[config.mk]
export PLATFORM = sky130hd
export DESIGN_NAME = if_fetch_unit
export DESIGN_NICKNAME = d
export VERILOG_FILES = /design/src/rtl/if_fetch_unit.sv
export SDC_FILE = /design/constraint.sdc
export NUM_CORES = 1
export LEC_CHECK = 0
export BUFFER_PORTS_ARGS = -buffer_cell sky130_fd_sc_hd__buf_2
export CAP_MARGIN = 20
export CELL_PAD_IN_SITES_DETAIL_PLACEMENT = 0
export CELL_PAD_IN_SITES_GLOBAL_PLACEMENT = 1
export CORE_ASPECT_RATIO = 2
export CORE_UTILIZATION = 29
export CTS_CLUSTER_DIAMETER = 30
export DETAILED_ROUTE_END_ITERATION = 12
export GPL_TIMING_DRIVEN = 0
export PLACE_DENSITY_LB_ADDON = 0.1
export SLEW_MARGIN = 15
export SYNTH_ARGS = -nofsm -noshare
export SYNTH_HDL_FRONTEND = slang
export SYNTH_SLANG_ARGS = --single-unit
[constraint.sdc]
create_clock -name clock -period 1.75 [get_ports clock]
set_input_delay 0.0875 -clock clock [delete_from_list [all_inputs] [get_ports clock]]
set_output_delay 0.0875 -clock clock [all_outputs]
set_load 0.02 [all_outputs]
[src/rtl/if_fetch_unit.sv]
// rtl/if_fetch_unit.sv - instruction-fetch stage: PC, imem handshake, IF/ID load/flush
//
// Owns the PC, runs a req/ready handshake with a variable-latency instruction
// memory and hands {pc, instruction} to the IF/ID register with a load strobe.
// One instruction is buffered while the hazard unit stalls; memory responses
// that are still in flight after a redirect are drained and dropped.
//
// Optional macro FETCH_PERF_EN builds the two performance counters; without it
// the perf ports are tied to 0.
//
// Ports:
//   clock, reset          system clock, synchronous active-high reset
//   stall                 IF/ID must not load this cycle
//   branch_taken          single-cycle redirect pulse from EX
//   branch_target         redirect PC (low 2 bits ignored)
//   imem_req / imem_addr  request and fetch address to instruction memory
//   imem_ready/imem_rdata response strobe and data from instruction memory
//   pc_out/instruction_out delivered {pc, word} to IF/ID
//   if_id_load / if_flush IF/ID load and flush strobes
//   fetch_valid           deliverable instruction present (live or buffered)
//   perf_fetch_count      cycles with if_id_load=1
//   perf_stall_count      cycles with fetch_valid=1 and stall=1

module if_fetch_unit #(
   parameter logic [31:0] RESET_PC = 32'h0000_0000,
   parameter logic [31:0] PC_STEP  = 32'd4
) (
   input  logic        clock,
   input  logic        reset,
   input  logic        stall,
   input  logic        branch_taken,
   input  logic [31:0] branch_target,
   output logic        imem_req,
   output logic [31:0] imem_addr,
   input  logic        imem_ready,
   input  logic [31:0] imem_rdata,
   output logic [31:0] pc_out,
   output logic [31:0] instruction_out,
   output logic        if_id_load,
   output logic        if_flush,
   output logic        fetch_valid,
   output logic [31:0] perf_fetch_count,
   output logic [31:0] perf_stall_count
);

   localparam logic [1:0] FETCH = 2'd0;
   localparam logic [1:0] HOLD  = 2'd1;
   localparam logic [1:0] DRAIN = 2'd2;

   logic [1:0]  state;
   logic [31:0] pc;
   logic [31:0] buf_pc;
   logic [31:0] buf_instr;

   logic in_fetch;
   logic in_hold;
   logic in_drain;

   assign in_fetch = (state == FETCH);
   assign in_hold  = (state == HOLD);
   assign in_drain = (state == DRAIN);

   // Outputs are gated with reset so the reset cycle itself is quiet even
   // though the registers only clear at the end of it.
   assign imem_req    = !reset && in_fetch;
   assign imem_addr   = pc;
   assign fetch_valid = !reset && ((in_fetch && imem_ready) || in_hold);
   assign if_id_load  = fetch_valid && !stall && !branch_taken;
   assign if_flush    = !reset && branch_taken;

   always_comb begin
      pc_out          = 32'd0;
      instruction_out = 32'd0;
      if (fetch_valid) begin
         if (in_hold) begin
            pc_out          = buf_pc;
            instruction_out = buf_instr;
         end else begin
            pc_out          = pc;
            instruction_out = imem_rdata;
         end
      end
   end

   always_ff @(posedge clock) begin
      if (reset) begin
         state     <= FETCH;
         pc        <= RESET_PC;
         buf_pc    <= 32'd0;
         buf_instr <= 32'd0;
      end else if (branch_taken) begin
         pc        <= branch_target & ~32'h3;
         buf_pc    <= 32'd0;
         buf_instr <= 32'd0;
         // An access is still owed to us if we were mid-request, or already
         // draining and the old response has not arrived yet.
         if ((in_fetch || in_drain) && !imem_ready)
            state <= DRAIN;
         else
            state <= FETCH;
      end else begin
         case (state)
            FETCH: begin
               if (imem_ready && !stall) begin
                  pc <= pc + PC_STEP;
               end else if (imem_ready) begin
                  buf_pc    <= pc;
                  buf_instr <= imem_rdata;
                  state     <= HOLD;
               end
            end
            HOLD: begin
               if (!stall) begin
                  pc    <= pc + PC_STEP;
                  state <= FETCH;
               end
            end
            DRAIN: begin
               if (imem_ready)
                  state <= FETCH;
            end
            default: state <= FETCH;
         endcase
      end
   end

`ifdef FETCH_PERF_EN
   logic [31:0] fetch_count;
   logic [31:0] stall_count;

   always_ff @(posedge clock) begin
      if (reset) begin
         fetch_count <= 32'd0;
         stall_count <= 32'd0;
      end else begin
         if (if_id_load)
            fetch_count <= fetch_count + 32'd1;
         if (fetch_valid && stall)
            stall_count <= stall_count + 32'd1;
      end
   end

   assign perf_fetch_count = fetch_count;
   assign perf_stall_count = stall_count;
`else
   assign perf_fetch_count = 32'd0;
   assign perf_stall_count = 32'd0;
`endif

endmodule

-- Word-level counts from Yosys, hierarchy flattened
Index checks and enable logic that the tools add are counted.
- add/sub/neg operators: 1
- equality and inequality tests: 9
- mux-type cells: 15
- bitwise operators: 1
- reductions and logical operators: 22
- operators by type and width (cell ; number):
    $mux 32 ; 7
    $pmux 32 s2 ; 1
    $add 32x3->32 const B ; 1
    $mux 2 ; 6
    $ne 3x3->1 const B ; 4
    $reduce_and 3->1 ; 3
    $logic_and 1x1->1 ; 8
    $pmux 2 s3 ; 1
    $logic_not 1->1 ; 4
    $reduce_and 4->1 ; 1
    $ne 3x2->1 const B ; 1
    $reduce_bool 3->1 ; 1
    $eq 2x1->1 const B ; 1
    $eq 2x2->1 const B ; 1
    $logic_not 2->1 ; 1
    $logic_or 1x1->1 ; 2
    $ne 2x1->1 const B ; 1
    $ne 2x2->1 const B ; 1
    $reduce_bool 2->1 ; 1
    $reduce_or 2->1 ; 1
    $not 1->1 ; 1
- flip-flop bits (word level): 98

-- Logic depth before layout (Yosys ltp)
Gate-level depths: netlist of run 1.
- depth in word-level cells: 6
- gate-level depth with buffers: 7
- depth with buffers taken out: 5

-- Worst setup path after synthesis of run 1
Ideal clock, no wire load.
- kind: register to register
- start point: reg pc[9] (netlist: imem_addr[9])
- end point: reg pc[27] (netlist: imem_addr[27])
- data arrival time: 1.782 ns
- required time: 1.659 ns
- slack: -0.122 ns
- stages on the path, launching flop included: 6
- path buffers: 0
- period minus slack after synthesis: 1.872 ns
- cells stage by stage: dfxtp_1 -> nand3_1 -> nor4_4 -> nand3_2 -> or3_1 -> a311oi_1
- cells in the longest elaborated chain, start to end: 4
- elaborated cells on any way between the ends: 5
- classes of those cells: add/sub (1); mux (4)
- RTL lines (item ; RTL line ; text):
    from (decl) ; 51 ; logic [31:0] pc;
    from (signal assigned) ; 92 ; pc <= branch_target & ~32'h3;
    from (signal assigned) ; 105 ; pc <= pc + PC_STEP;
    from (signal assigned) ; 114 ; pc <= pc + PC_STEP;
    $add 32x3->32 * ; 105, 114 ;
    $mux 32, on equally long branches ; 113, 104 ;
    $pmux 32 s2 * ; 102 ; case (state)
    $mux 32 * ; 91 ; end else if (branch_taken) begin
Mark *: on every way between the ends. The rest lies on a longest branch, timed or not. The select of a mux whose other input is x is not followed.
A chain may end at the register's enable or synchronous reset.

-- Worst setup path after layout of run 1
- start point: reg state[1]
- end point: out pc_out[9]
- cells in the longest elaborated chain, start to end: 5
- elaborated cells on any way between the ends: 7
- classes of those cells: eq/ne (1); mux (2); reduce/logical (4)
- RTL lines (item ; RTL line ; text):
    from (decl) ; 50 ; logic [1:0] state;
    from (signal assigned) ; 87 ; state <= FETCH;
    from (signal assigned) ; 98 ; state <= DRAIN;
    from (signal assigned) ; 100 ; state <= FETCH;
    $logic_not 2->1 ; 59 ; assign in_fetch = (state == FETCH);
    $logic_and 1x1->1 ; 67 ; assign fetch_valid = !reset && ((in_fetch && imem_ready) || in_hold);
    $logic_or 1x1->1 ; 67 ;
    $logic_and 1x1->1 ; 67 ;
    $mux 32 * ; 74 ; if (fetch_valid) begin
    to (decl) ; 37 ; output logic [31:0] pc_out,
Mark *: on every way between the ends. The rest lies on a longest branch, timed or not.

==> results of run 1 <==
-- synthesized netlist by cell type, types with 2 or more instances --
library cell / count
a211oi_1: 14
a21oi_1: 132
a311oi_1: 3
and3_1: 6
and4_1: 2
buf_1: 2
buf_2: 2
buf_4: 69
clkbuf_1: 48
dfxtp_1: 94
inv_1: 4
nand2_1: 274
nand3_1: 12
nand4_1: 10
nor2_1: 24
nor3_1: 4
nor4_1: 3
o21ai_0: 9
or2_2: 2
or3_1: 3
xor2_1: 24
-- worst min-delay path: stages --
cell and delay (ns):
buf_2 0.11, nand2_1 0.06, a21oi_1 0.05
-- logic make-up after synthesis --
group                    count (synthesis)  synth area share (%)
buffers and inverters                  128                  14.3
multiplexers                             1                 0.191
other                                    1                0.0714
AND/OR/NAND/NOR                        351                  28.6
XOR/XNOR                                25                  4.17
AO/OA/AOI/OAI                          161                  16.6
adder cells (fa/ha/maj)                  1                 0.238
flip-flops                              94                  35.8
-- worst paths after layout --
check        cells past startpoint  slack [ns]                         end               startpoint
max                              6       -0.14                   pc_out[9]    state[1]$_SDFFE_PP0P_
min                              3       0.009  buf_instr[16]$_SDFFE_PP0P_           imem_rdata[16]
max reg2reg                      7       -0.12  imem_addr[30]$_SDFFE_PP0P_    state[1]$_SDFFE_PP0P_
min reg2reg                      2        0.46     buf_pc[27]$_SDFFE_PP0P_  buf_pc[27]$_SDFFE_PP0P_
-- area by class of cell --
type / instances / share of cell area [%]
clock buffers: 10 / 2.65
inverters: 5 / 0.236
multi-input cells: 609 / 39.4
repair buffers: 246 / 21.9
well taps: 213 / 2.95
flip-flops and latches: 94 / 21.6
plain buffers: 118 / 10.2
clock inverters: 6 / 1.01
-- what timing repair did --
item / in CTS / in global routing
hold endpoints to repair: 41 / 0
pin swaps: 15 / 26
cloned: 8 / 0
setup endpoints to repair: 144 / 141
setup buffers: 28 / 11
gates resized for setup: 245 / 110
hold buffers: 41 / 0
-- layer usage --
layer	share of wire [%]	up-vias
li1	-	3000
met3	3.6	29
met1	37	2776
met5	0	-
met2	57	192
met4	2.6	0
-- power breakdown --
| group | internal, mW | switching, mW |
|---|---|---|
| Sequential | 2.20 | 0.0858 |
| Clock | 1.30 | 0.909 |
| Combinational | 0.619 | 0.841 |
-- flip-flops by register name, summed over array words and instances (netlist names) --
signal / flops
buf_pc: 30
buf_instr: 32
state: 2
imem_addr: 30
==> flow_summary.ini, run 1 <==
[floorplan]
die_height_um = 192
core-area_um2 = 17800
die_w_um = 97.1
die-area_um2 = 18700
rows = 69
initial_core_util_pct = 29.5
pin_count = 233

[placed_design]
io_buffers = 160
postPlaceCellArea_um2 = 6590
place_congestion = 0.763
dp_hpwl_um = 14100
dp_cells = 1202
pre_cts_ws_ns = -0.490

[yosys]
ys_types = 42
async_reset_ff_share_pct = 0
synth.top_cell.area_share_pct = 35.8
ys_ff_latch = 94
synth_top_area_cell = dfxtp_1
yosysWarnings = 0
synth_area_um2 = 5250
synth_area_leaders = dfxtp_1 (36%), nand2_1 (20%), a21oi_1 (13%), buf_4 (9.9%), xor2_1 (4.0%)
synth_edf_count = 0
synth_ff_type = dfxtp_1
seq_area_frac_synth_pct = 35.8
synthCells = 762
avgSynthCellArea_um2 = 6.89

[timing]
tightestPinTransition_ns = 0.643
fmax_mhz = 530
worst_slack_ns = -0.136
hold_viol = 0
rsz0062_at_grt = true
final-max-slew-violation-count = 0
finalSetupViolCount = 67
post-route-period-util_pct = 108
relSlewSlack_pct = 57.1
fin_crit_ns = 1.89
setup-tns-final_ns = -6.16
fin_skew_ns = 0.0139
whs_ns = 0.00937

[setup_path]
required_ns = 1.66
critical-path-slowest-cell = dfxtp_4
path_cells = o21bai_4, buf_8, or2_4, clkbuf_16, a21oi_4, buf_6
path_max_fanout = 6
cp_slowest_stage_delay_ns = 0.36
path_buf_inv = 3
cp-end-kind = primary output
path_delay_family = buffers and inverters
arrival_ns = 1.80
crit_path_start_kind = flop
crit_type = reg -> out

[status]
violations = setup timing
outcome = finished with violations

[route]
dr_total_vias = 5997
antenna_left = 0
drtIter0Drc = 122
post_drt_wl_per_cell_um = 15.7
route.detailed.drc = 0
avgViaCountPerCell = 4.61
wl_um = 20400
firstDrtPassIters = 4

[clock_tree]
h-tree-depth = 3
cts_buffers = 9
cts_root_buf = clkbuf_16
clk_latency_ns = 0.35
cts_sinks = 94
clock_path_buffers = 2
cts_tree = built
clk_pin_slew_ns = 0.07

[layout]
multi_input_area_um2 = 3560
final_util_pct = 50.7
syn2layout_area_growth_pct = 71.8
regArea_um2 = 1950
drive_gt1_share_pct = 40.0
diodes = 0
mostFrequentLayoutCell = nand2_1
fin_cells = 1301
stdcell_area_um2 = 9020
fin_nets = 1153
n_fill_cell = 1812
layout_common_cells = nand2_1 (273), buf_4 (122), buf_2 (100), dfxtp_1 (72), a21oi_1 (70)

[grt]
grt_pass1_wl_um = 30900
grt_max_degree = 17
track_usage_pct = 21.2
globalRouteOverflowTotal = 0
grt_use_met3_pct = 2.43
met2_usage_pct = 42.4
grt.busiest_layer = met2
grt_pass1_vias = 5783
antenna_found_initial = 0
use_met1_pct = 21.9

[power_and_ir_drop]
finalPower_mw = 5.96
cellLeakagePower_nw = 3.82
power_density_nw_per_um2 = 661
ir_drop_mv = 0.554

[min_path]
min_path_type = in -> reg

[flow_run]
maxCapViolations = 0
No activity file was read; power rests on OpenSTA's default activity.
==> inputs of run 2 (changes only) <==
--- a/config.mk
+++ b/config.mk
@@ -9,7 +9,7 @@
 export CAP_MARGIN = 20
 export CELL_PAD_IN_SITES_DETAIL_PLACEMENT = 0
 export CELL_PAD_IN_SITES_GLOBAL_PLACEMENT = 1
-export CORE_ASPECT_RATIO = 2
+export CORE_ASPECT_RATIO = 0.8
 export CORE_UTILIZATION = 29
 export CTS_CLUSTER_DIAMETER = 30
 export DETAILED_ROUTE_END_ITERATION = 12
==> run 2 against run 1 <==
Against the previous run:
- the run ends with DRC, setup timing left
- utilization increased by 0.67 points
- critical path depth unchanged
- critical endpoint is now instruction_out[17]
- final area barely moved
- sequential power barely moved
- critical path type unchanged
- sequential share of layout area is essentially flat
- clock power fell by 4%
- via count shrank 0.25%
- first-iteration DRC count rose by 130%
- global-route usage decreased by 0.30 points
- largest cell class unchanged
- register-to-register slack better by 0.04 ns
- flip-flop and latch count unchanged
- non-clock buffer count is 5 higher
==> flow_summary.ini, run 2 (synthesis gave the netlist of run 1 again) <==
[clock_tree]
clk_latency_ns = 0.36
h-tree-depth = 3
clock_path_buffers = 2
cts_sinks = 94
cts_tree = built
clk_pin_slew_ns = 0.07
cts_root_buf = clkbuf_16
cts_buffers = 9

[setup_path]
path_buf_inv = 3
critical-path-slowest-cell = dfxtp_4
required_ns = 1.66
path_cells = o21bai_4, buf_8, or2_4, clkbuf_8, a21oi_2, buf_6
path_delay_family = buffers and inverters
reg2reg_depth = 7
crit_path_start_kind = flop
cp_slowest_stage_delay_ns = 0.36
path_max_fanout = 5
r2r_slack_ns = -0.08
arrival_ns = 1.80
cp-end-kind = primary output
rr_startpoint = state[1]$_SDFFE_PP0P_
crit_type = reg -> out
regToRegEndpoint = imem_addr[30]$_SDFFE_PP0P_

[layout]
final_util_pct = 51.4
regMostFlops = buf_instr
fin_nets = 1158
diodes = 0
drive_gt1_share_pct = 39.4
mostFrequentLayoutCell = nand2_1
layout_common_cells = nand2_1 (273), buf_4 (114), buf_2 (100), dfxtp_1 (72)
syn2layout_area_growth_pct = 71.7
largest_reg_flops = 32

[timing]
fin_crit_ns = 1.89
post-route-period-util_pct = 108
hold_viol = 0
tightestPinTransition_ns = 0.603
finalSetupViolCount = 67
rsz0062_at_grt = true
fin_skew_ns = 0.00857
relSlewSlack_pct = 59.8
whs_ns = 0.0138
fmax_mhz = 530
worst_slack_ns = -0.136
final-max-slew-violation-count = 0
setup-tns-final_ns = -6.45

[min_path]
min-delay-start = branch_target[19]
whs_path_depth = 3
min_path_type = in -> reg
worstHoldEndpoint = imem_addr[19]$_SDFFE_PP0P_

[placed_design]
dp_hpwl_um = 12800
io_buffers = 160
place_congestion = 0.774

[grt]
grt_pass1_wl_um = 30100
grt_max_degree = 16
track_usage_pct = 20.9
grt_pass1_vias = 5431
globalRouteOverflowTotal = 0
antenna_found_initial = 0

[floorplan]
die-area_um2 = 18600
rows = 43
pin_count = 233
die_w_um = 152
initial_core_util_pct = 29.9
die_height_um = 122
core-area_um2 = 17500

[status]
violations = DRC, setup timing
outcome = finished with violations

[power_and_ir_drop]
cellLeakagePower_nw = 3.82
finalPower_mw = 5.88
ir_drop_mv = 0.523
power_density_nw_per_um2 = 652

[flow_run]
maxCapViolations = 0

[route]
avgViaCountPerCell = 4.54
route.detailed.drc = 13
firstDrtPassIters = 8
antenna_left = 0
drtIter0Drc = 275
wl_um = 19700
post_drt_wl_per_cell_um = 14.9
dr_total_vias = 5982
run 2: cell count changes in the layout (fill, tap and decap cells not counted), sizes merged:
cell	change
clkbuf	-1
inv	-2
buf	-7
dlygate4sd3	+12
clkinv	+3
run 2: what timing repair did:
action	4_1_cts	5_1_grt
setup endpoints to repair	140	146
hold buffers	53	0
endpoints found under the hold margin	53	0
pin swaps	9	24
setup buffers	20	11
gates cloned	8	0
resized for setup	226	123
run 2: area by class of cell:
type,count,area [um^2]
Clock inverter,7,88.8
Sequential cell,94,1950
Inverter,5,21.3
Multi-Input combinational cell,609,3490
Clock buffer,9,225
Buffer,119,940
Tap cell,225,282
Fill cell,1805,8530
Timing Repair Buffer,250,2020
run 2: metal layers:
| layer | up-vias | share of wire (%) | global-route usage, % |
|---|---|---|---|
| met1 | 2763 | 48 | 29.2 |
| met4 | 0 | 1.1 | 5.43 |
| met2 | 182 | 45 | 32.5 |
| met5 | - | 0 | 0 |
| li1 | 3020 | - | - |
| met3 | 17 | 5.8 | 4.63 |
run 2: worst max path at each step:
stage | startpoint | end | slack [ns] | cells after the start
detailed placement | state[0]$_SDFFE_PP0P_ | pc_out[3] | -0.50 | 7
floorplan | imem_addr[15]$_SDFFE_PP0P_ | imem_addr[27]$_SDFFE_PP0P_ | -0.006 | 5
global placement | state[1]$_SDFFE_PP0P_ | pc_out[3] | -0.54 | 7
finish | state[1]$_SDFFE_PP0P_ | instruction_out[17] | -0.14 | 6
CTS | state[1]$_SDFFE_PP0P_ | pc_out[16] | -0.18 | 6
global route | state[1]$_SDFFE_PP0P_ | pc_out[28] | -0.18 | 6
run 2: where the power goes:
group / switching, mW / leakage (nW) / total, mW / internal [mW]
combinational: 0.830 / 2.88 / 1.46 / 0.627
sequential: 0.0883 / 0.778 / 2.29 / 2.20
clock: 0.884 / 0.159 / 2.13 / 1.24
total: 1.80 / 3.82 / 5.88 / 4.08
run 2: per-stage QoR:
stage	cell area, um^2	cells	worst slack, ns
6_report	9010	1318	-0.136
5_1_grt	9010	1318	-0.182
4_1_cts	8430	1307	-0.180
3_5_place_dp	6600	1214	-0.497
3_3_place_gp	6600	1214	-0.540
2_1_floorplan	5520	829	-0.00572
run 2: worst min-delay path, cell delays in order:
cell and delay [ns]:
buf_2 0.11, nor2_1 0.08, a211oi_1 0.05
